## src/rtl/unidade_controle_pkg.sv

```systemverilog
// Shared definitions for the control unit: opcodes, FSM states, datapath mux codes
// and the next-pc selector.
package unidade_controle_pkg;

  localparam logic [3:0] OP_NOP   = 4'h0;
  localparam logic [3:0] OP_ADD   = 4'h1;
  localparam logic [3:0] OP_SUB   = 4'h2;
  localparam logic [3:0] OP_ADDI  = 4'h3;
  localparam logic [3:0] OP_SUBI  = 4'h4;
  localparam logic [3:0] OP_LI    = 4'h5;
  localparam logic [3:0] OP_LOAD  = 4'h6;
  localparam logic [3:0] OP_STORE = 4'h7;
  localparam logic [3:0] OP_JMPF  = 4'h8;
  localparam logic [3:0] OP_JMPB  = 4'h9;
  localparam logic [3:0] OP_JGT   = 4'hA;
  localparam logic [3:0] OP_HALT  = 4'hF;

  // Write-back source (controle_a)
  localparam logic [1:0] SRC_IMM = 2'b00;
  localparam logic [1:0] SRC_ULA = 2'b01;
  localparam logic [1:0] SRC_MEM = 2'b10;

  // ALU B operand (controle_input_ula)
  localparam logic [1:0] ULA_B_REG  = 2'b00;
  localparam logic [1:0] ULA_B_IMM  = 2'b01;
  localparam logic [1:0] ULA_B_ZERO = 2'b10;

  typedef enum logic [2:0] {
    ST_FETCH  = 3'd0,
    ST_DECODE = 3'd1,
    ST_EXEC   = 3'd2,
    ST_MEM    = 3'd3,
    ST_WB     = 3'd4,
    ST_HALTED = 3'd5
  } state_t;

  typedef enum logic [1:0] {
    PC_PLUS1   = 2'd0,
    PC_PLUS2   = 2'd1,
    PC_ADD_IMM = 2'd2,
    PC_SUB_IMM = 2'd3
  } pc_sel_t;

  // Unassigned opcodes collapse to NOP so the FSM only ever sees known encodings.
  function automatic logic [3:0] legal_op(input logic [3:0] op);
    case (op)
      OP_NOP, OP_ADD, OP_SUB, OP_ADDI, OP_SUBI, OP_LI,
      OP_LOAD, OP_STORE, OP_JMPF, OP_JMPB, OP_JGT, OP_HALT: legal_op = op;
      default: legal_op = OP_NOP;
    endcase
  endfunction

  function automatic logic writes_reg(input logic [3:0] op);
    case (op)
      OP_ADD, OP_SUB, OP_ADDI, OP_SUBI, OP_LI, OP_LOAD: writes_reg = 1'b1;
      default: writes_reg = 1'b0;
    endcase
  endfunction

endpackage

```

## src/rtl/unidade_controle_if.sv

```systemverilog
// Control-unit bus: instruction/data memory handshakes, ALU flags and datapath controls.
interface unidade_controle_if;
  logic [15:0] imem_data;
  logic        imem_ready;
  logic        imem_req;
  logic [7:0]  pc;
  logic        dmem_req;
  logic        dmem_we;
  logic        dmem_ready;
  logic        zero;
  logic        neg;
  logic [1:0]  controle_a;
  logic        controle_b;
  logic [1:0]  controle_input_ula;
  logic        controle_gt;
  logic        controle_jumps;
  logic        controle_halt;
  logic        reg_write;
  logic        alu_sub;

  modport master (
    input  imem_data, imem_ready, dmem_ready, zero, neg,
    output imem_req, pc, dmem_req, dmem_we, controle_a, controle_b,
           controle_input_ula, controle_gt, controle_jumps, controle_halt,
           reg_write, alu_sub
  );

  modport slave (
    output imem_data, imem_ready, dmem_ready, zero, neg,
    input  imem_req, pc, dmem_req, dmem_we, controle_a, controle_b,
           controle_input_ula, controle_gt, controle_jumps, controle_halt,
           reg_write, alu_sub
  );
endinterface

```

## src/rtl/pc_next.sv

```systemverilog
// Next program-counter arithmetic; all results wrap modulo 256.
module pc_next
  import unidade_controle_pkg::*;
(
  input  logic [7:0] pc_i,
  input  logic [3:0] imm_i,
  input  pc_sel_t    sel_i,
  output logic [7:0] pc_o
);

  always_comb begin
    case (sel_i)
      PC_PLUS1:   pc_o = pc_i + 8'd1;
      PC_PLUS2:   pc_o = pc_i + 8'd2;
      PC_ADD_IMM: pc_o = pc_i + {4'b0000, imm_i};
      PC_SUB_IMM: pc_o = pc_i - {4'b0000, imm_i};
      default:    pc_o = pc_i + 8'd1;
    endcase
  end

endmodule

```

## src/rtl/unidade_controle.sv

```systemverilog
// Multi-cycle control unit: FETCH/DECODE/EXEC/MEM/WB/HALTED sequencer driving the
// datapath muxes and memory handshakes; every output is registered.
module unidade_controle
  import unidade_controle_pkg::*;
(
  input  logic               clock,
  input  logic               reset_n,
  unidade_controle_if.master bus
);

  state_t     state_q, state_d;
  logic [7:0] ir_q, ir_d;  // {opcode, imm}; rd/rs are consumed by the datapath directly
  logic [7:0] pc_q, pc_d, pc_next_s;
  pc_sel_t    pc_sel_s;
  logic       pc_load_s;
  logic [3:0] op_s;

  logic       imem_req_q, imem_req_d;
  logic       dmem_req_q, dmem_req_d;
  logic       dmem_we_q, dmem_we_d;
  logic       reg_write_q, reg_write_d;
  logic       jumps_q, jumps_d;
  logic       halt_q, halt_d;
  logic [1:0] ctrl_a_q, ctrl_a_d;
  logic       ctrl_b_q, ctrl_b_d;
  logic [1:0] ula_b_q, ula_b_d;
  logic       gt_q, gt_d;
  logic       alu_sub_q, alu_sub_d;

  assign op_s = legal_op(ir_q[7:4]);

  pc_next u_pc_next (
    .pc_i  (pc_q),
    .imm_i (ir_q[3:0]),
    .sel_i (pc_sel_s),
    .pc_o  (pc_next_s)
  );

  always_comb begin
    state_d   = state_q;
    ir_d      = ir_q;
    pc_sel_s  = PC_PLUS1;
    pc_load_s = 1'b0;
    ctrl_a_d  = ctrl_a_q;
    ctrl_b_d  = ctrl_b_q;
    ula_b_d   = ula_b_q;
    gt_d      = gt_q;
    alu_sub_d = alu_sub_q;

    case (state_q)
      ST_FETCH: begin
        if (bus.imem_ready) begin
          ir_d    = {bus.imem_data[15:12], bus.imem_data[3:0]};
          state_d = ST_DECODE;
        end else begin
          state_d = ST_FETCH;
        end
      end
      ST_DECODE: begin
        ctrl_a_d  = SRC_IMM;
        ula_b_d   = ULA_B_REG;
        ctrl_b_d  = writes_reg(op_s);
        gt_d      = 1'b0;
        alu_sub_d = 1'b0;
        case (op_s)
          OP_ADD:  ctrl_a_d = SRC_ULA;
          OP_SUB:  begin ctrl_a_d = SRC_ULA; alu_sub_d = 1'b1; end
          OP_ADDI: begin ctrl_a_d = SRC_ULA; ula_b_d = ULA_B_IMM; end
          OP_SUBI: begin ctrl_a_d = SRC_ULA; ula_b_d = ULA_B_IMM; alu_sub_d = 1'b1; end
          OP_LOAD: begin ctrl_a_d = SRC_MEM; ula_b_d = ULA_B_ZERO; end
          OP_STORE: ula_b_d = ULA_B_ZERO;
          OP_JMPB: gt_d = 1'b1;
          OP_JGT:  alu_sub_d = 1'b1;  // compare rd against rs
          default: ctrl_a_d = SRC_IMM;
        endcase
        state_d = ST_EXEC;
      end
      ST_EXEC: begin
        case (op_s)
          OP_LOAD, OP_STORE: state_d = ST_MEM;
          OP_ADD, OP_SUB, OP_ADDI, OP_SUBI, OP_LI: state_d = ST_WB;
          OP_HALT: state_d = ST_HALTED;
          OP_JMPF: begin pc_sel_s = PC_ADD_IMM; pc_load_s = 1'b1; state_d = ST_FETCH; end
          OP_JMPB: begin pc_sel_s = PC_SUB_IMM; pc_load_s = 1'b1; state_d = ST_FETCH; end
          OP_JGT: begin
            pc_sel_s  = (!bus.zero && !bus.neg) ? PC_PLUS2 : PC_PLUS1;
            pc_load_s = 1'b1;
            state_d   = ST_FETCH;
          end
          default: begin pc_load_s = 1'b1; state_d = ST_FETCH; end
        endcase
      end
      ST_MEM: begin
        if (!bus.dmem_ready) begin
          state_d = ST_MEM;
        end else if (op_s == OP_LOAD) begin
          state_d = ST_WB;
        end else begin
          pc_load_s = 1'b1;
          state_d   = ST_FETCH;
        end
      end
      ST_WB: begin
        pc_load_s = 1'b1;
        state_d   = ST_FETCH;
      end
      ST_HALTED: state_d = ST_HALTED;
      default:   state_d = ST_FETCH;
    endcase

    pc_d = pc_load_s ? pc_next_s : pc_q;

    // Status outputs follow the state being entered so they are valid throughout it.
    imem_req_d  = (state_d == ST_FETCH);
    dmem_req_d  = (state_d == ST_MEM);
    dmem_we_d   = (state_d == ST_MEM) && (op_s == OP_STORE);
    reg_write_d = (state_d == ST_WB);
    jumps_d     = (state_d == ST_EXEC) && (op_s == OP_JGT);
    halt_d      = (state_d == ST_HALTED);
  end

  always_ff @(posedge clock or negedge reset_n) begin
    if (!reset_n) begin
      state_q     <= ST_FETCH;
      ir_q        <= 8'h00;
      pc_q        <= 8'h00;
      imem_req_q  <= 1'b1;
      dmem_req_q  <= 1'b0;
      dmem_we_q   <= 1'b0;
      reg_write_q <= 1'b0;
      jumps_q     <= 1'b0;
      halt_q      <= 1'b0;
      ctrl_a_q    <= 2'b00;
      ctrl_b_q    <= 1'b0;
      ula_b_q     <= 2'b00;
      gt_q        <= 1'b0;
      alu_sub_q   <= 1'b0;
    end else begin
      state_q     <= state_d;
      ir_q        <= ir_d;
      pc_q        <= pc_d;
      imem_req_q  <= imem_req_d;
      dmem_req_q  <= dmem_req_d;
      dmem_we_q   <= dmem_we_d;
      reg_write_q <= reg_write_d;
      jumps_q     <= jumps_d;
      halt_q      <= halt_d;
      ctrl_a_q    <= ctrl_a_d;
      ctrl_b_q    <= ctrl_b_d;
      ula_b_q     <= ula_b_d;
      gt_q        <= gt_d;
      alu_sub_q   <= alu_sub_d;
    end
  end

  assign bus.imem_req           = imem_req_q;
  assign bus.pc                 = pc_q;
  assign bus.dmem_req           = dmem_req_q;
  assign bus.dmem_we            = dmem_we_q;
  assign bus.reg_write          = reg_write_q;
  assign bus.controle_jumps     = jumps_q;
  assign bus.controle_halt      = halt_q;
  assign bus.controle_a         = ctrl_a_q;
  assign bus.controle_b         = ctrl_b_q;
  assign bus.controle_input_ula = ula_b_q;
  assign bus.controle_gt        = gt_q;
  assign bus.alu_sub            = alu_sub_q;

endmodule

```

## src/flat_wrapper.sv

```systemverilog
// flat-port wrapper written by rule: the top's interface ports become plain ports
module unidade_controle_flat import unidade_controle_pkg::*;
  (clock, reset_n, bus_imem_data, bus_imem_ready, bus_dmem_ready, bus_zero, bus_neg, bus_imem_req, bus_pc, bus_dmem_req, bus_dmem_we, bus_controle_a, bus_controle_b, bus_controle_input_ula, bus_controle_gt, bus_controle_jumps, bus_controle_halt, bus_reg_write, bus_alu_sub);
  unidade_controle_if bus_i ();
  input  logic clock;
  input  logic reset_n;
  input wire logic [$bits(bus_i.imem_data)-1:0] bus_imem_data;
  input wire logic [$bits(bus_i.imem_ready)-1:0] bus_imem_ready;
  input wire logic [$bits(bus_i.dmem_ready)-1:0] bus_dmem_ready;
  input wire logic [$bits(bus_i.zero)-1:0] bus_zero;
  input wire logic [$bits(bus_i.neg)-1:0] bus_neg;
  output wire logic [$bits(bus_i.imem_req)-1:0] bus_imem_req;
  output wire logic [$bits(bus_i.pc)-1:0] bus_pc;
  output wire logic [$bits(bus_i.dmem_req)-1:0] bus_dmem_req;
  output wire logic [$bits(bus_i.dmem_we)-1:0] bus_dmem_we;
  output wire logic [$bits(bus_i.controle_a)-1:0] bus_controle_a;
  output wire logic [$bits(bus_i.controle_b)-1:0] bus_controle_b;
  output wire logic [$bits(bus_i.controle_input_ula)-1:0] bus_controle_input_ula;
  output wire logic [$bits(bus_i.controle_gt)-1:0] bus_controle_gt;
  output wire logic [$bits(bus_i.controle_jumps)-1:0] bus_controle_jumps;
  output wire logic [$bits(bus_i.controle_halt)-1:0] bus_controle_halt;
  output wire logic [$bits(bus_i.reg_write)-1:0] bus_reg_write;
  output wire logic [$bits(bus_i.alu_sub)-1:0] bus_alu_sub;
  assign bus_i.imem_data = bus_imem_data;
  assign bus_i.imem_ready = bus_imem_ready;
  assign bus_i.dmem_ready = bus_dmem_ready;
  assign bus_i.zero = bus_zero;
  assign bus_i.neg = bus_neg;
  assign bus_imem_req = bus_i.imem_req;
  assign bus_pc = bus_i.pc;
  assign bus_dmem_req = bus_i.dmem_req;
  assign bus_dmem_we = bus_i.dmem_we;
  assign bus_controle_a = bus_i.controle_a;
  assign bus_controle_b = bus_i.controle_b;
  assign bus_controle_input_ula = bus_i.controle_input_ula;
  assign bus_controle_gt = bus_i.controle_gt;
  assign bus_controle_jumps = bus_i.controle_jumps;
  assign bus_controle_halt = bus_i.controle_halt;
  assign bus_reg_write = bus_i.reg_write;
  assign bus_alu_sub = bus_i.alu_sub;
  unidade_controle u_core (.clock(clock), .reset_n(reset_n), .bus(bus_i));
endmodule
```

## config.mk

```make
export PLATFORM = sky130hd
export DESIGN_NAME = unidade_controle_flat
export DESIGN_NICKNAME = d
export VERILOG_FILES = /design/src/rtl/unidade_controle_pkg.sv /design/src/rtl/unidade_controle_if.sv /design/src/rtl/pc_next.sv /design/src/rtl/unidade_controle.sv /design/src/flat_wrapper.sv
export SDC_FILE = /design/constraint.sdc
export NUM_CORES = 1
export LEC_CHECK = 0
export ABC_AREA = 1
export BUFFER_PORTS_ARGS = -buffer_cell sky130_fd_sc_hd__buf_2
export CAP_MARGIN = 10
export CORE_MARGIN = 2
export CORE_UTILIZATION = 59
export CTS_BUF_LIST = sky130_fd_sc_hd__clkbuf_16
export CTS_CLUSTER_DIAMETER = 40
export DETAILED_ROUTE_END_ITERATION = 8
export PLACE_DENSITY = 0.85
export SYNTH_ARGS = -nofsm -noshare
export SYNTH_HDL_FRONTEND = slang
export SYNTH_SLANG_ARGS = --single-unit
```

## constraint.sdc

```tcl
create_clock -name clock -period 7.37 [get_ports clock]
set_clock_uncertainty 0.2 [all_clocks]
set_input_delay 0.737 -clock clock [delete_from_list [all_inputs] [get_ports clock]]
set_output_delay 0.737 -clock clock [all_outputs]
set_load 0.03 [all_outputs]
```

* Word-level counts from Yosys, hierarchy flattened
Cells that the tools add are included.
Storage, ports and cells: bits in registers 32, bits in latches 0, RAM bits 0, bits in read-only memories 0, logic and storage cells 89, memories kept 0
Operators by class: add/sub/neg operators 4, multipliers 0, div/mod/pow operators 0, $lt $le $gt $ge 0, equal/unequal tests 34, shifts and indexed selects 0, multiplexer cells 19, bitwise operators 0, reduce and logical (&&, ||, !) cells 18
Operator list (number):
- == test 4 x 3 -> 1 bit (second input constant) | 8
- == test 4 bit (second input constant) | 8
- one-hot mux 8 bit (4 select lines) | 1
- == test 4 x 2 -> 1 bit (second input constant) | 4
- one-hot mux 3 bit (5 select lines) | 1
- == test 3 x 2 -> 1 bit (second input constant) | 4
- == test 3 bit (second input constant) | 4
- OR reduction 12 bit | 1
- one-hot mux 3 bit (3 select lines) | 1
- adder 8 x 1 -> 8 bit (second input constant) | 1
- adder 8 x 2 -> 8 bit (second input constant) | 1
- adder 8 x 4 -> 8 bit | 1
- == test 4 x 1 -> 1 bit (second input constant) | 2
- two-way mux 1 bit | 8
- one-hot mux 2 bit (2 select lines) | 2
- OR reduction 8 bit | 1
- subtractor 8 x 4 -> 8 bit | 1
- zero test 3 bit | 2
- two-way mux 3 bit | 2
- one-hot mux 2 bit (3 select lines) | 1
- OR reduction 6 bit | 1
- OR reduction 5 bit | 1
- == test 2 bit (second input constant) | 2
- zero test 4 bit | 1
- 12 further kinds | 16

* Logic depth before layout (Yosys ltp)
Gate-level depths: netlist of the first run.
word-level depth 9, gate-level depth with buffers 17

* By module
Synthesis of the first run repeated with hierarchy kept, for this count alone.
Unflattened totals: cell total of the unflattened synthesis 282, area, all modules 2133.3 µm²
By module, submodules not included:
- unidade_controle | instances 1, cells an instance 166, area each 1478.9 µm², sequential area each 802.0 µm²
- pc_next | instances 1, cells an instance 116, area each 654.4 µm², sequential area each 0.0 µm²

* Worst setup path after synthesis of the first run
No wires, ideal clock.
path kind input-to-reg, from input bus_neg, to register u_core.pc_q[6], in the netlist u_core.bus.pc[6], arrival 2373 ps, required time 7089 ps, setup slack 4715 ps, stages on the path 13, path through nor2_1 nand2_1 nand2_1 nand2_1 o22ai_1 inv_1 fa_1 inv_1 nand4_1 nand3_1 xor2_1 nand2_1 a31oi_2
On the way: cells in the longest elaborated chain, start to end 7, elaborated cells between the ends (all ways) 10, those cells by class eq/ne: 3; mux: 4; reduce/logical: 3
RTL lines:
- from (decl) | RTL line flat_wrapper.sv:11 | input wire logic [$bits(bus_i.neg)-1:0] bus_neg;
- zero test 1 bit (*) | RTL line unidade_controle.sv:86 | pc_sel_s = (!bus.zero && !bus.neg) ? PC_PLUS2 : PC_PLUS1;
- logical AND 1 bit (*) | RTL line unidade_controle.sv:86
- two-way mux 1 bit (*) | RTL line unidade_controle.sv:86
- one-hot mux 2 bit (3 select lines) (*) | RTL line unidade_controle.sv:79 | case (op_s)
- two-way mux 2 bit (*) | RTL line unidade_controle.sv:50 | case (state_q)
- == test 2 bit, or another cell as far along | RTL line pc_next.sv:12 | case (sel_i)
- one-hot mux 8 bit (4 select lines) (*) | RTL line pc_next.sv:12
- to (signal assigned) | RTL line unidade_controle.sv:141 | pc_q <= pc_d;
- to (decl) | RTL line unidade_controle.sv:13 | logic [7:0] pc_q, pc_d, pc_next_s;
Mark *: on every way between the ends. The rest lies on a longest branch, timed or not. A chain may end at the register's enable or synchronous reset.

* Final worst setup path of the first run
from register u_core.ir_q[6], to register u_core.pc_q[6], in the netlist u_core.bus.pc[6]
On the way: cells in the longest elaborated chain, start to end 8, elaborated cells between the ends (all ways) 37, those cells by class eq/ne: 25; mux: 8; reduce/logical: 4
RTL lines:
- from (decl) | RTL line unidade_controle.sv:12 | logic [7:0] ir_q, ir_d;
- from (signal assigned) | RTL line unidade_controle.sv:140 | ir_q <= ir_d;
- == test 4 x 1 -> 1 bit, or another cell as far along | RTL line unidade_controle_pkg.sv:46 | case (op)
- OR reduction 12 bit | RTL line unidade_controle_pkg.sv:46
- two-way mux 4 bit (*) | RTL line unidade_controle_pkg.sv:46
- == test 4 bit | RTL line unidade_controle.sv:79
- one-hot mux 2 bit (3 select lines) | RTL line unidade_controle.sv:79
- two-way mux 2 bit | RTL line unidade_controle.sv:50
- == test 2 bit, or another cell as far along | RTL line pc_next.sv:12
- one-hot mux 8 bit (4 select lines) | RTL line pc_next.sv:12
Marked as above.

==> flow_metrics.py, run 1 <==
metrics = {
    "worst_setup_path": {
        "critical_path_required_ns": 7.37,
        "timing_worst_setup_path_type": "reg2reg",
        "worstSetupEndpointType": "flop",
        "cp_arrival_ns": 2.96,
        "crit_path_max_fanout": 6,
        "r2r_setup_slack_ns": 4.41,
        "cp-start-kind": "flop",
    },
    "synthesis": {
        "synth_top_cells_by_area": "sky130_fd_sc_hd__dfrtp_1 (38%), sky130_fd_sc_hd__nand2_1 (11%), sky130_fd_sc_hd__inv_1 (7.1%)",
        "post_synth_num_cell_types": 38,
        "synth.cell_area_mm2": 0.00205,
        "synth_top_area_share_pct": 37.8,
        "synth_simple_gate_area_share_pct": 28.2,
        "postSynth.asyncResetShare_pct": 100,
        "synth_compound_gate_area_share_pct": 13.5,
        "ys_warn_count": 0,
        "prevailing_post_synth_register_cell": "sky130_fd_sc_hd__dfrtp_1",
        "synth-edff-count": 0,
        "postSynthNetCount": 302,
        "synthMostInstantiatedCell": "sky130_fd_sc_hd__nand2_1",
        "synth-seq-area-share_pct": 39.0,
        "muxShareOfSynthArea_pct": 0,
        "synth_top_cells_by_count": "sky130_fd_sc_hd__nand2_1 (62), sky130_fd_sc_hd__inv_1 (39), sky130_fd_sc_hd__nor2_1 (32), sky130_fd_sc_hd__dfrtp_1 (31), sky130_fd_sc_hd__a21oi_1 (15)",
        "synth_top_family_by_area": "simple AND/OR/NAND/NOR gates",
        "syn_area_per_cell_um2": 7.64,
        "number_of_storage_elements_in_the_synthesis_netlist": 32,
        "post_synth_xor_area_fraction_pct": 3.41,
        "synth-adder-area-share_pct": 7.06,
        "yosysTopAreaCell": "sky130_fd_sc_hd__dfrtp_1",
        "synthesis.instances": 269,
    },
    "global_route": {
        "grt_util_met3_pct": 4.50,
        "pin_count_of_the_biggest_net_entering_global_routing": 33,
        "grt_pass1_vias": 1855,
        "wire_length_of_the_first_global_routing_pass_um": 7890,
        "met2_routing_resource_usage_after_global_routing_pct": 42.3,
        "antenna_found_initial": 0,
        "global_route.overflow_total": 0,
        "grt.total_usage_pct": 24.8,
        "global_route.usage.met1_pct": 31.5,
        "grt-busiest-layer": "met2",
    },
    "run": {
        "drv_cap": 0,
    },
    "cells_and_area": {
        "final_net_count": 341,
        "drive_gt1_share_pct": 20.1,
        "final_area_mm2": 0.00243,
        "antennaDiodeCount": 0,
        "area_taken_by_flip_flops_and_latches_um2": 802,
        "fillCellCount": 257,
        "multi_input_comb_area_mm2": 0.00107,
        "syn2layout_area_growth_pct": 18.3,
    },
    "placed_design": {
        "place_hpwl_um": 3220,
        "gp_congestion": 0.977,
        "port_buffers": 34,
        "placedInstanceArea_mm2": 0.00227,
    },
    "power": {
        "power.net_switching_mw": 0.523,
        "clock_power_share_pct": 20.3,
        "power.share.sequential_pct": 28.0,
        "combPwrFrac_pct": 51.7,
        "fraction_of_power_spent_switching_nets_pct": 47.1,
        "powerDensity_mw_per_mm2": 457,
        "internal_power_mw": 0.589,
        "maximum_resistive_drop_on_vdd_v": 0.000214,
        "p_leak_nw": 1.32,
    },
    "routing": {
        "num_vias": 1879,
        "ant_nets": 0,
        "drc": 0,
        "drt_first_iter_violations": 146,
        "vias_per_cell": 5.29,
        "routed_wl_um": 4420,
        "wire_per_inst_um": 12.4,
        "first_pass_iters": 4,
    },
    "sta": {
        "final_max_slew_viol_count": 0,
        "hold_violations": 0,
        "highest_clock_frequency_the_design_can_meet_mhz": 338,
        "setup_repair_after_global_routing_missed_its_margin": "no",
        "final_setup_fails": 0,
        "final.min_clock_period_ns": 2.96,
        "final.period_utilization_pct": 40.2,
        "max_slew.worst_pin.slew_ns": 0.663,
        "setup_total_negative_slack_ns": 0,
        "maxSlewHeadroom_pct": 55.8,
    },
    "cts": {
        "cts_num_sinks": 32,
        "number_of_buffers_created_by_cts": 5,
        "ctsHoldBuffers": 0,
        "clockRootBuffer": "sky130_fd_sc_hd__clkbuf_16",
        "htree_levels": 2,
        "worstSkewPairLatency_ns": 0.27,
        "clock_tree.buffer_depth": 2,
        "cts_repair_resize_count": 0,
        "post-cts-setup-buffer-count": 0,
        "clkTransAtPathRegs_ns": 0.05,
        "tritoncts_clock_tree": "built",
    },
    "die": {
        "floorplan.initialDensity_pct": 61.6,
        "die_h_um": 63.0,
        "die_width_um": 63.0,
        "num_io_pins": 43,
        "dieArea_mm2": 0.00397,
        "row_count": 21,
        "core_mm2": 0.00334,
    },
    "hold_path": {
        "worst_hold_path_type": "reg2reg",
    },
    "run_status": {
        "run_status": "finished, final reports clean",
    },
}
-- cells by family after synthesis --
kind of cell	Yosys count
compound gates	44
xor+xnor	8
fa+ha+maj	11
buf+inv	46
flops	32
simple gates	128
-- layout make-up --
cell class,instances,share of cell area [%]
Timing Repair Buffer,34,7.00
Multi-Input combinational cell,191,44.1
Tap cell,46,2.37
Sequential cell,32,33.0
Clock buffer,5,5.15
Clock inverter,3,1.60
Inverter,44,6.79
-- through the flow --
step                hold WS, ns  total power [mW]  utilization, %  worst slack, ns  instances
floorplan                 0.241             0.750               -             4.72        269
global placement          0.260             0.851            67.9             4.40        347
detailed placement        0.269             0.872            67.9             4.37        347
CTS                       0.282              1.11            72.9             4.41        355
global route              0.308              1.21            72.9             4.19        355
finish                    0.276              1.11            72.9             4.41        355
-- layout by cell type, fill, tap and decap left out, types with 3 or more instances in the layout --
master and n:
sky130_fd_sc_hd__nor3_1 5, sky130_fd_sc_hd__xor2_1 6, sky130_fd_sc_hd__nor2_1 32, sky130_fd_sc_hd__ha_1 10, sky130_fd_sc_hd__inv_1 40, sky130_fd_sc_hd__inv_2 4, sky130_fd_sc_hd__buf_2 34, sky130_fd_sc_hd__o21ai_0 9
sky130_fd_sc_hd__o21ai_2 3, sky130_fd_sc_hd__clkbuf_16 5, sky130_fd_sc_hd__dfrtp_1 31, sky130_fd_sc_hd__a31oi_1 5, sky130_fd_sc_hd__a21oi_1 15, sky130_fd_sc_hd__nand3_1 14, sky130_fd_sc_hd__nand4_1 3, sky130_fd_sc_hd__nand2_1 62
-- metal layers --
layer | wire length (um) | part of all wire, %
met5 | 0 | 0
met2 | 2140 | 48
met3 | 218 | 4.9
met4 | 55 | 1.2
met1 | 2010 | 45
-- power groups by stage --
stage,Combinational (mW),Sequential [mW],Clock [mW]
2_1_floorplan,0.366,0.384,0
3_3_place_gp,0.544,0.307,0
3_5_place_dp,0.560,0.311,0
4_1_cts,0.575,0.310,0.227
5_1_grt,0.646,0.322,0.237
6_report,0.575,0.312,0.226
-- flip-flops by register name (all words and copies together), names as in the netlist, 2 cells and up --
signal	cells
u_core.bus.controle_input_ula	2
u_core.bus.controle_a	2
u_core.ir_q	8
u_core.bus.pc	8
u_core.state_q	3
-- critical path, stage by stage, from the launching register on --
cell and delay, ns:
sky130_fd_sc_hd__dfrtp_1 0.39, sky130_fd_sc_hd__inv_2 0.12, sky130_fd_sc_hd__nand2_1 0.10, sky130_fd_sc_hd__nor2_1 0.24, sky130_fd_sc_hd__nand2_1 0.15, sky130_fd_sc_hd__nand2_1 0.13
sky130_fd_sc_hd__nand2_1 0.10, sky130_fd_sc_hd__o22ai_1 0.22, sky130_fd_sc_hd__inv_1 0.09, sky130_fd_sc_hd__fa_1 0.44, sky130_fd_sc_hd__inv_1 0.10, sky130_fd_sc_hd__nand4_1 0.10
sky130_fd_sc_hd__nand3_1 0.10, sky130_fd_sc_hd__xor2_1 0.16, sky130_fd_sc_hd__nand2_1 0.08, sky130_fd_sc_hd__a31oi_2 0.17
-- worst paths after layout --
| path | to | from | cells past startpoint |
|---|---|---|---|
| min | u_core.bus.controle_a[1]$_DFFE_PN0P_ | u_core.bus.controle_a[1]$_DFFE_PN0P_ | 2 |
| max in group asynchronous | u_core.bus.pc[2]$_DFFE_PN0P_ | reset_n | 1 |
| max reg2reg | u_core.bus.pc[6]$_DFFE_PN0P_ | u_core.ir_q[6]$_DFFE_PN0P_ | 15 |
| min in group asynchronous | u_core.bus.dmem_req$_DFF_PN0_ | reset_n | 1 |
| max | u_core.bus.pc[6]$_DFFE_PN0P_ | u_core.ir_q[6]$_DFFE_PN0P_ | 15 |
| min reg2reg | u_core.bus.controle_a[1]$_DFFE_PN0P_ | u_core.bus.controle_a[1]$_DFFE_PN0P_ | 2 |
(Power assumes the default switching activity.)
==> run 2, diff against run 1 <==
Settings changed: CORE_UTILIZATION 59 to 55, PLACE_DENSITY 0.85 to 0.8.
Clock period 7.37 ns to 2.9 ns, I/O delays scaled along.
==> flow_metrics.py, run 2 (synthesis results as in run 1) <==
metrics = {
    "power": {
        "powerDensity_mw_per_mm2": 1110,
        "maximum_resistive_drop_on_vdd_v": 0.000631,
        "p_leak_nw": 1.34,
    },
    "worst_setup_path": {
        "critical_path.top_delay_family": "simple AND/OR/NAND/NOR gates",
        "cp_slowest_stage_delay_ns": 0.42,
        "most_frequent_cell_on_the_critical_path": "sky130_fd_sc_hd__inv_1",
        "r2r_setup_slack_ns": 0.20,
        "r2r_end": "u_core.bus.pc[6]$_DFFE_PN0P_",
        "cp_cell_sequence": "inv_1, nand3_1, nor2_4, nand2_1, o22ai_2, inv_1, fa_2, inv_1, nand4_1, nand3_1, xor2_1, nand2_1, a31oi_2",
        "worstSetupEndpointType": "flop",
        "crit_path_max_fanout": 6,
        "crit_slowest_cell": "sky130_fd_sc_hd__dfrtp_1",
        "timing_worst_setup_path_type": "reg2reg",
        "timing.rr.start": "u_core.state_q[2]$_DFF_PN0_",
        "r2r.worst_path.cells": 13,
        "cp_num_buf_inv": 3,
        "cp-start-kind": "flop",
        "cp_arrival_ns": 2.69,
        "critical_path_required_ns": 2.89,
    },
    "sta": {
        "highest_clock_frequency_the_design_can_meet_mhz": 371,
        "final_setup_fails": 0,
        "final.min_clock_period_ns": 2.70,
        "maxSlewHeadroom_pct": 55.8,
        "setup_repair_after_global_routing_missed_its_margin": "yes",
        "final.period_utilization_pct": 92.9,
        "max_slew.worst_pin.slew_ns": 0.663,
        "hold_violations": 0,
        "final_max_slew_viol_count": 0,
    },
    "global_route": {
        "wire_length_of_the_first_global_routing_pass_um": 7160,
        "antenna_found_initial": 0,
        "grt_pass1_vias": 1668,
        "pin_count_of_the_biggest_net_entering_global_routing": 33,
        "grt.total_usage_pct": 22.1,
        "global_route.overflow_total": 0,
    },
    "hold_path": {
        "min_path_cells": 3,
        "worst_hold_path_type": "in2reg",
        "hp-start": "bus_imem_data[0]",
        "hold_worst_path_end": "u_core.ir_q[0]$_DFFE_PN0P_",
    },
    "routing": {
        "drc": 0,
        "top_layer_used": "met4",
        "routed_wl_um": 4340,
        "drt-met1-wl_um": 1990,
        "drt_first_iter_violations": 109,
        "wl_met3_um": 225,
        "met2RoutedLength_um": 2070,
        "wire_per_inst_um": 12.0,
        "ant_nets": 0,
        "vias_per_cell": 5.17,
        "num_vias": 1870,
        "first_pass_iters": 4,
    },
    "cts": {
        "cts_num_sinks": 32,
        "worstSkewPairLatency_ns": 0.28,
        "clock_tree.buffer_depth": 2,
        "clkTransAtPathRegs_ns": 0.05,
        "clockRootBuffer": "sky130_fd_sc_hd__clkbuf_16",
        "number_of_buffers_created_by_cts": 5,
        "tritoncts_clock_tree": "built",
        "htree_levels": 2,
    },
    "cells_and_area": {
        "most_common_cell_after_layout_fill_and_taps_aside": "sky130_fd_sc_hd__nand2_1",
        "final_util_pct": 68.3,
        "most-common-layout-cells": "sky130_fd_sc_hd__nand2_1 (61), sky130_fd_sc_hd__inv_1 (40), sky130_fd_sc_hd__buf_2 (34)",
        "final_net_count": 346,
        "drive_gt1_share_pct": 23.6,
        "post_layout_nonfiller_instances": 362,
        "antennaDiodeCount": 0,
        "multi_input_comb_area_mm2": 0.00111,
        "area_taken_by_flip_flops_and_latches_um2": 802,
        "syn2layout_area_growth_pct": 20.8,
        "fillCellCount": 317,
    },
    "die": {
        "row_count": 22,
        "die_h_um": 65.1,
        "die_width_um": 65.1,
        "core_mm2": 0.00363,
        "floorplan.initialDensity_pct": 56.5,
        "num_io_pins": 43,
        "dieArea_mm2": 0.00424,
    },
    "run": {
        "drv_cap": 0,
    },
    "placed_design": {
        "gp_congestion": 0.888,
        "port_buffers": 34,
        "dp_cells": 352,
        "place_hpwl_um": 3250,
    },
    "run_status": {
        "run_status": "finished, final reports clean",
    },
}
-- run 2: worst register-to-register path: stages, from the launching register on --
cell and delay (ns):
sky130_fd_sc_hd__dfrtp_1 0.42, sky130_fd_sc_hd__inv_1 0.12, sky130_fd_sc_hd__nand3_1 0.21, sky130_fd_sc_hd__nor2_4 0.23
sky130_fd_sc_hd__nand2_1 0.12, sky130_fd_sc_hd__o22ai_2 0.18, sky130_fd_sc_hd__inv_1 0.08, sky130_fd_sc_hd__fa_2 0.39
sky130_fd_sc_hd__inv_1 0.08, sky130_fd_sc_hd__nand4_1 0.09, sky130_fd_sc_hd__nand3_1 0.09, sky130_fd_sc_hd__xor2_1 0.14
sky130_fd_sc_hd__nand2_1 0.08, sky130_fd_sc_hd__a31oi_2 0.18
-- run 2: per-stage QoR --
stage | setup TNS [ns] | cell area, um2 | setup WS [ns] | total power [mW] | hold WS [ns]
after floorplan | 0 | 2050 | 0.305 | 1.91 | -0.206
after global routing | -0.0202 | 2480 | -0.0202 | 2.99 | 0.0781
final | 0 | 2480 | 0.205 | 2.77 | 0.0608
after global placement | 0 | 2290 | 0.115 | 2.19 | 0.165
after CTS | 0 | 2440 | 0.0381 | 2.74 | 0.0576
after detailed placement | 0 | 2290 | 0.0212 | 2.24 | 0.165
-- run 2: routing by layer --
layer | vias to the layer above | track usage (%)
met5 | - | 0
met3 | 4 | 6.68
met2 | 51 | 35.1
li1 | 963 | -
met1 | 852 | 28.5
met4 | 0 | 8.85
-- run 2: timing repair --
| action | 4_1_cts | 5_1_grt |
|---|---|---|
| hold endpoints to repair | 31 | 0 |
| buffers inserted | 0 | 1 |
| pin swaps | 0 | 1 |
| hold buffers | 1 | 0 |
| endpoints found under the setup margin | 1 | 4 |
| gates resized for setup | 1 | 9 |
-- run 2: how the worst max path moves through the flow --
stage                                     start                            to  slack [ns]  cells after the start
global placement     u_core.ir_q[4]$_DFFE_PN0P_  u_core.bus.pc[6]$_DFFE_PN0P_        0.11                     15
floorplan            u_core.ir_q[5]$_DFFE_PN0P_  u_core.bus.pc[6]$_DFFE_PN0P_        0.30                     15
global route         u_core.ir_q[4]$_DFFE_PN0P_  u_core.bus.pc[4]$_DFFE_PN0P_       -0.02                     17
CTS                  u_core.ir_q[5]$_DFFE_PN0P_  u_core.bus.pc[6]$_DFFE_PN0P_        0.04                     15
detailed placement   u_core.ir_q[4]$_DFFE_PN0P_  u_core.bus.pc[6]$_DFFE_PN0P_        0.02                     15
finish              u_core.state_q[2]$_DFF_PN0_  u_core.bus.pc[6]$_DFFE_PN0P_        0.20                     13
-- run 2: report_power, final --
| part | switching [mW] | leakage (nW) | internal, mW |
|---|---|---|---|
| Combinational | 1.00 | 0.876 | 0.492 |
| Sequential | 0.153 | 0.386 | 0.635 |
| Clock | 0.173 | 0.0762 | 0.309 |
| Total | 1.33 | 1.34 | 1.44 |
-- run 2: final cells by class --
type                            instances  share of cell area (%)
Multi-Input combinational cell        191                    44.6
Sequential cell                        32                    32.3
Timing Repair Buffer                   39                    8.47
Inverter                               44                    6.66
Clock buffer                            5                    5.04
Tap cell                               48                    2.42
Clock inverter                          3                   0.504
==> run 3, diff against run 2 <==
Settings changed: CAP_MARGIN 10 to 20, MAX_ROUTING_LAYER set to met4, PLACE_DENSITY 0.8 to 0.84.
==> flow_metrics.py, run 3 (synthesis results as in run 1) <==
metrics = {
    "cells_and_area": {
        "final_area_mm2": 0.00252,
        "syn2layout_area_growth_pct": 22.6,
        "final_util_pct": 69.3,
        "multi_input_comb_area_mm2": 0.00111,
        "final_net_count": 347,
        "antennaDiodeCount": 0,
        "drive_gt1_share_pct": 24.4,
        "most_common_cell_after_layout_fill_and_taps_aside": "sky130_fd_sc_hd__nand2_1",
        "most-common-layout-cells": "sky130_fd_sc_hd__nand2_1 (62), sky130_fd_sc_hd__inv_1 (39), sky130_fd_sc_hd__buf_2 (34)",
        "area_taken_by_flip_flops_and_latches_um2": 803,
        "post_layout_nonfiller_instances": 363,
        "fillCellCount": 316,
    },
    "worst_setup_path": {
        "cp_arrival_ns": 2.71,
        "r2r_end": "u_core.bus.pc[6]$_DFFE_PN0P_",
        "r2r.worst_path.cells": 15,
        "critical_path.top_delay_family": "simple AND/OR/NAND/NOR gates",
        "crit_path_max_fanout": 6,
        "cp_num_buf_inv": 4,
        "critical_path_required_ns": 2.90,
        "cp_cell_sequence": "inv_2, nand2_1, inv_1, o21ai_2, nor2_4, nand2_1, o22ai_2, inv_1, fa_2, inv_1, nand4_1, nand3_1, xor2_1, nand2_1, a31oi_2",
        "timing.rr.start": "u_core.ir_q[5]$_DFFE_PN0P_",
        "crit_slowest_cell": "sky130_fd_sc_hd__dfrtp_1",
        "cp_slowest_stage_delay_ns": 0.41,
        "cp-start-kind": "flop",
        "worstSetupEndpointType": "flop",
        "timing_worst_setup_path_type": "reg2reg",
        "r2r_setup_slack_ns": 0.19,
    },
    "placed_design": {
        "port_buffers": 34,
        "placedInstanceArea_mm2": 0.00229,
        "dp_cells": 352,
        "pre_cts_slack_ns": 0.0412,
        "gp_congestion": 0.883,
        "place_hpwl_um": 3190,
    },
    "global_route": {
        "pin_count_of_the_biggest_net_entering_global_routing": 33,
        "grt.total_usage_pct": 23.6,
        "global_route.overflow_total": 0,
        "grt_pass1_vias": 1756,
        "wire_length_of_the_first_global_routing_pass_um": 7470,
        "antenna_found_initial": 0,
    },
    "die": {
        "die_width_um": 65.1,
        "floorplan.initialDensity_pct": 56.5,
        "die_h_um": 65.1,
        "core_mm2": 0.00363,
        "num_io_pins": 43,
        "row_count": 22,
        "dieArea_mm2": 0.00424,
    },
    "routing": {
        "num_vias": 1853,
        "wire_per_inst_um": 12.1,
        "drc": 0,
        "ant_nets": 0,
        "vias_per_cell": 5.10,
        "routed_wl_um": 4390,
        "drt_first_iter_violations": 131,
        "first_pass_iters": 4,
    },
    "hold_path": {
        "hp-start": "bus_imem_data[14]",
        "worst_hold_path_type": "in2reg",
        "hold_worst_path_end": "u_core.ir_q[6]$_DFFE_PN0P_",
        "min_path_cells": 3,
    },
    "cts": {
        "number_of_buffers_created_by_cts": 5,
        "clock_tree.buffer_depth": 2,
        "htree_levels": 2,
        "clockRootBuffer": "sky130_fd_sc_hd__clkbuf_16",
        "cts_num_sinks": 32,
        "tritoncts_clock_tree": "built",
        "clkTransAtPathRegs_ns": 0.05,
        "worstSkewPairLatency_ns": 0.28,
    },
    "sta": {
        "highest_clock_frequency_the_design_can_meet_mhz": 370,
        "hold_violations": 0,
        "timing.final.ws_setup_ns": 0.194,
        "setup_total_negative_slack_ns": 0,
        "max_slew.worst_pin.slew_ns": 0.675,
        "maxSlewHeadroom_pct": 55.0,
        "final_max_slew_viol_count": 0,
        "final.period_utilization_pct": 93.3,
        "final_setup_fails": 0,
        "final.min_clock_period_ns": 2.71,
        "setup_repair_after_global_routing_missed_its_margin": "no",
        "hold-worst-slack_ns": 0.0603,
    },
    "power": {
        "finalPower_mw": 2.88,
        "powerDensity_mw_per_mm2": 1140,
        "p_leak_nw": 1.35,
        "maximum_resistive_drop_on_vdd_v": 0.000607,
    },
    "run": {
        "drv_cap": 0,
    },
    "run_status": {
        "run_status": "finished, final reports clean",
    },
}
==> run 3: cell types whose count changed in the layout (fill, tap and decap cells not counted) <==
cell                        previous run  this run
sky130_fd_sc_hd__buf_4                 4         5
sky130_fd_sc_hd__nand3_2               1         2
sky130_fd_sc_hd__dfrtp_2               0         1
sky130_fd_sc_hd__inv_1                40        39
sky130_fd_sc_hd__dfrtp_1              31        30
sky130_fd_sc_hd__nand2_2               3         2
sky130_fd_sc_hd__nand2_1              61        62
sky130_fd_sc_hd__nand3_1              14        13
sky130_fd_sc_hd__bufinv_16             0         1
==> run 3: what timing repair did <==
item | 4_1_cts | 5_1_grt
setup buffers | 0 | 2
hold buffers | 1 | 0
resized for setup | 0 | 11
endpoints found under the hold margin | 31 | 0
setup endpoints to repair | 0 | 5
==> run 3: area by class of cell <==
type,instances,share of cell area [%]
clock inverters,3,1.54
flip-flops and latches,32,31.9
clock buffers,5,4.97
well taps,48,2.38
inverters,44,6.56
multi-input cells,191,44.0
repair buffers,40,8.64
==> run 3: worst max-delay path by stage <==
stage	from	endpoint	slack, ns	cells after the start
detailed placement	u_core.ir_q[4]$_DFFE_PN0P_	u_core.bus.pc[6]$_DFFE_PN0P_	0.04	15
global route	u_core.ir_q[5]$_DFFE_PN0P_	u_core.bus.pc[7]$_DFFE_PN0P_	0.002	15
finish	u_core.ir_q[5]$_DFFE_PN0P_	u_core.bus.pc[6]$_DFFE_PN0P_	0.19	15
floorplan	u_core.ir_q[5]$_DFFE_PN0P_	u_core.bus.pc[6]$_DFFE_PN0P_	0.30	15
global placement	u_core.ir_q[4]$_DFFE_PN0P_	u_core.bus.pc[6]$_DFFE_PN0P_	0.12	15
CTS	u_core.ir_q[4]$_DFFE_PN0P_	u_core.bus.pc[6]$_DFFE_PN0P_	0.03	15
==> run 3: tightest hold or removal path, stage by stage <==
cell and delay, ns:
sky130_fd_sc_hd__buf_2 0.07, sky130_fd_sc_hd__nor2_1 0.03, sky130_fd_sc_hd__a21oi_1 0.10
==> run 3: layer usage <==
| metal | GRT usage (%) | vias up | routed length, um |
|---|---|---|---|
| met3 | 6.51 | 7 | 214 |
| met2 | 37.6 | 42 | 2080 |
| li1 | - | 965 | - |
| met5 | - | - | 0 |
| met1 | 29.2 | 839 | 2030 |
| met4 | 8.59 | 0 | 77 |
==> run 3: power by group <==
part | total (mW) | switching [mW] | internal (mW)
logic | 1.50 | 1.01 | 0.497
clock network | 0.578 | 0.179 | 0.399
registers | 0.793 | 0.156 | 0.637
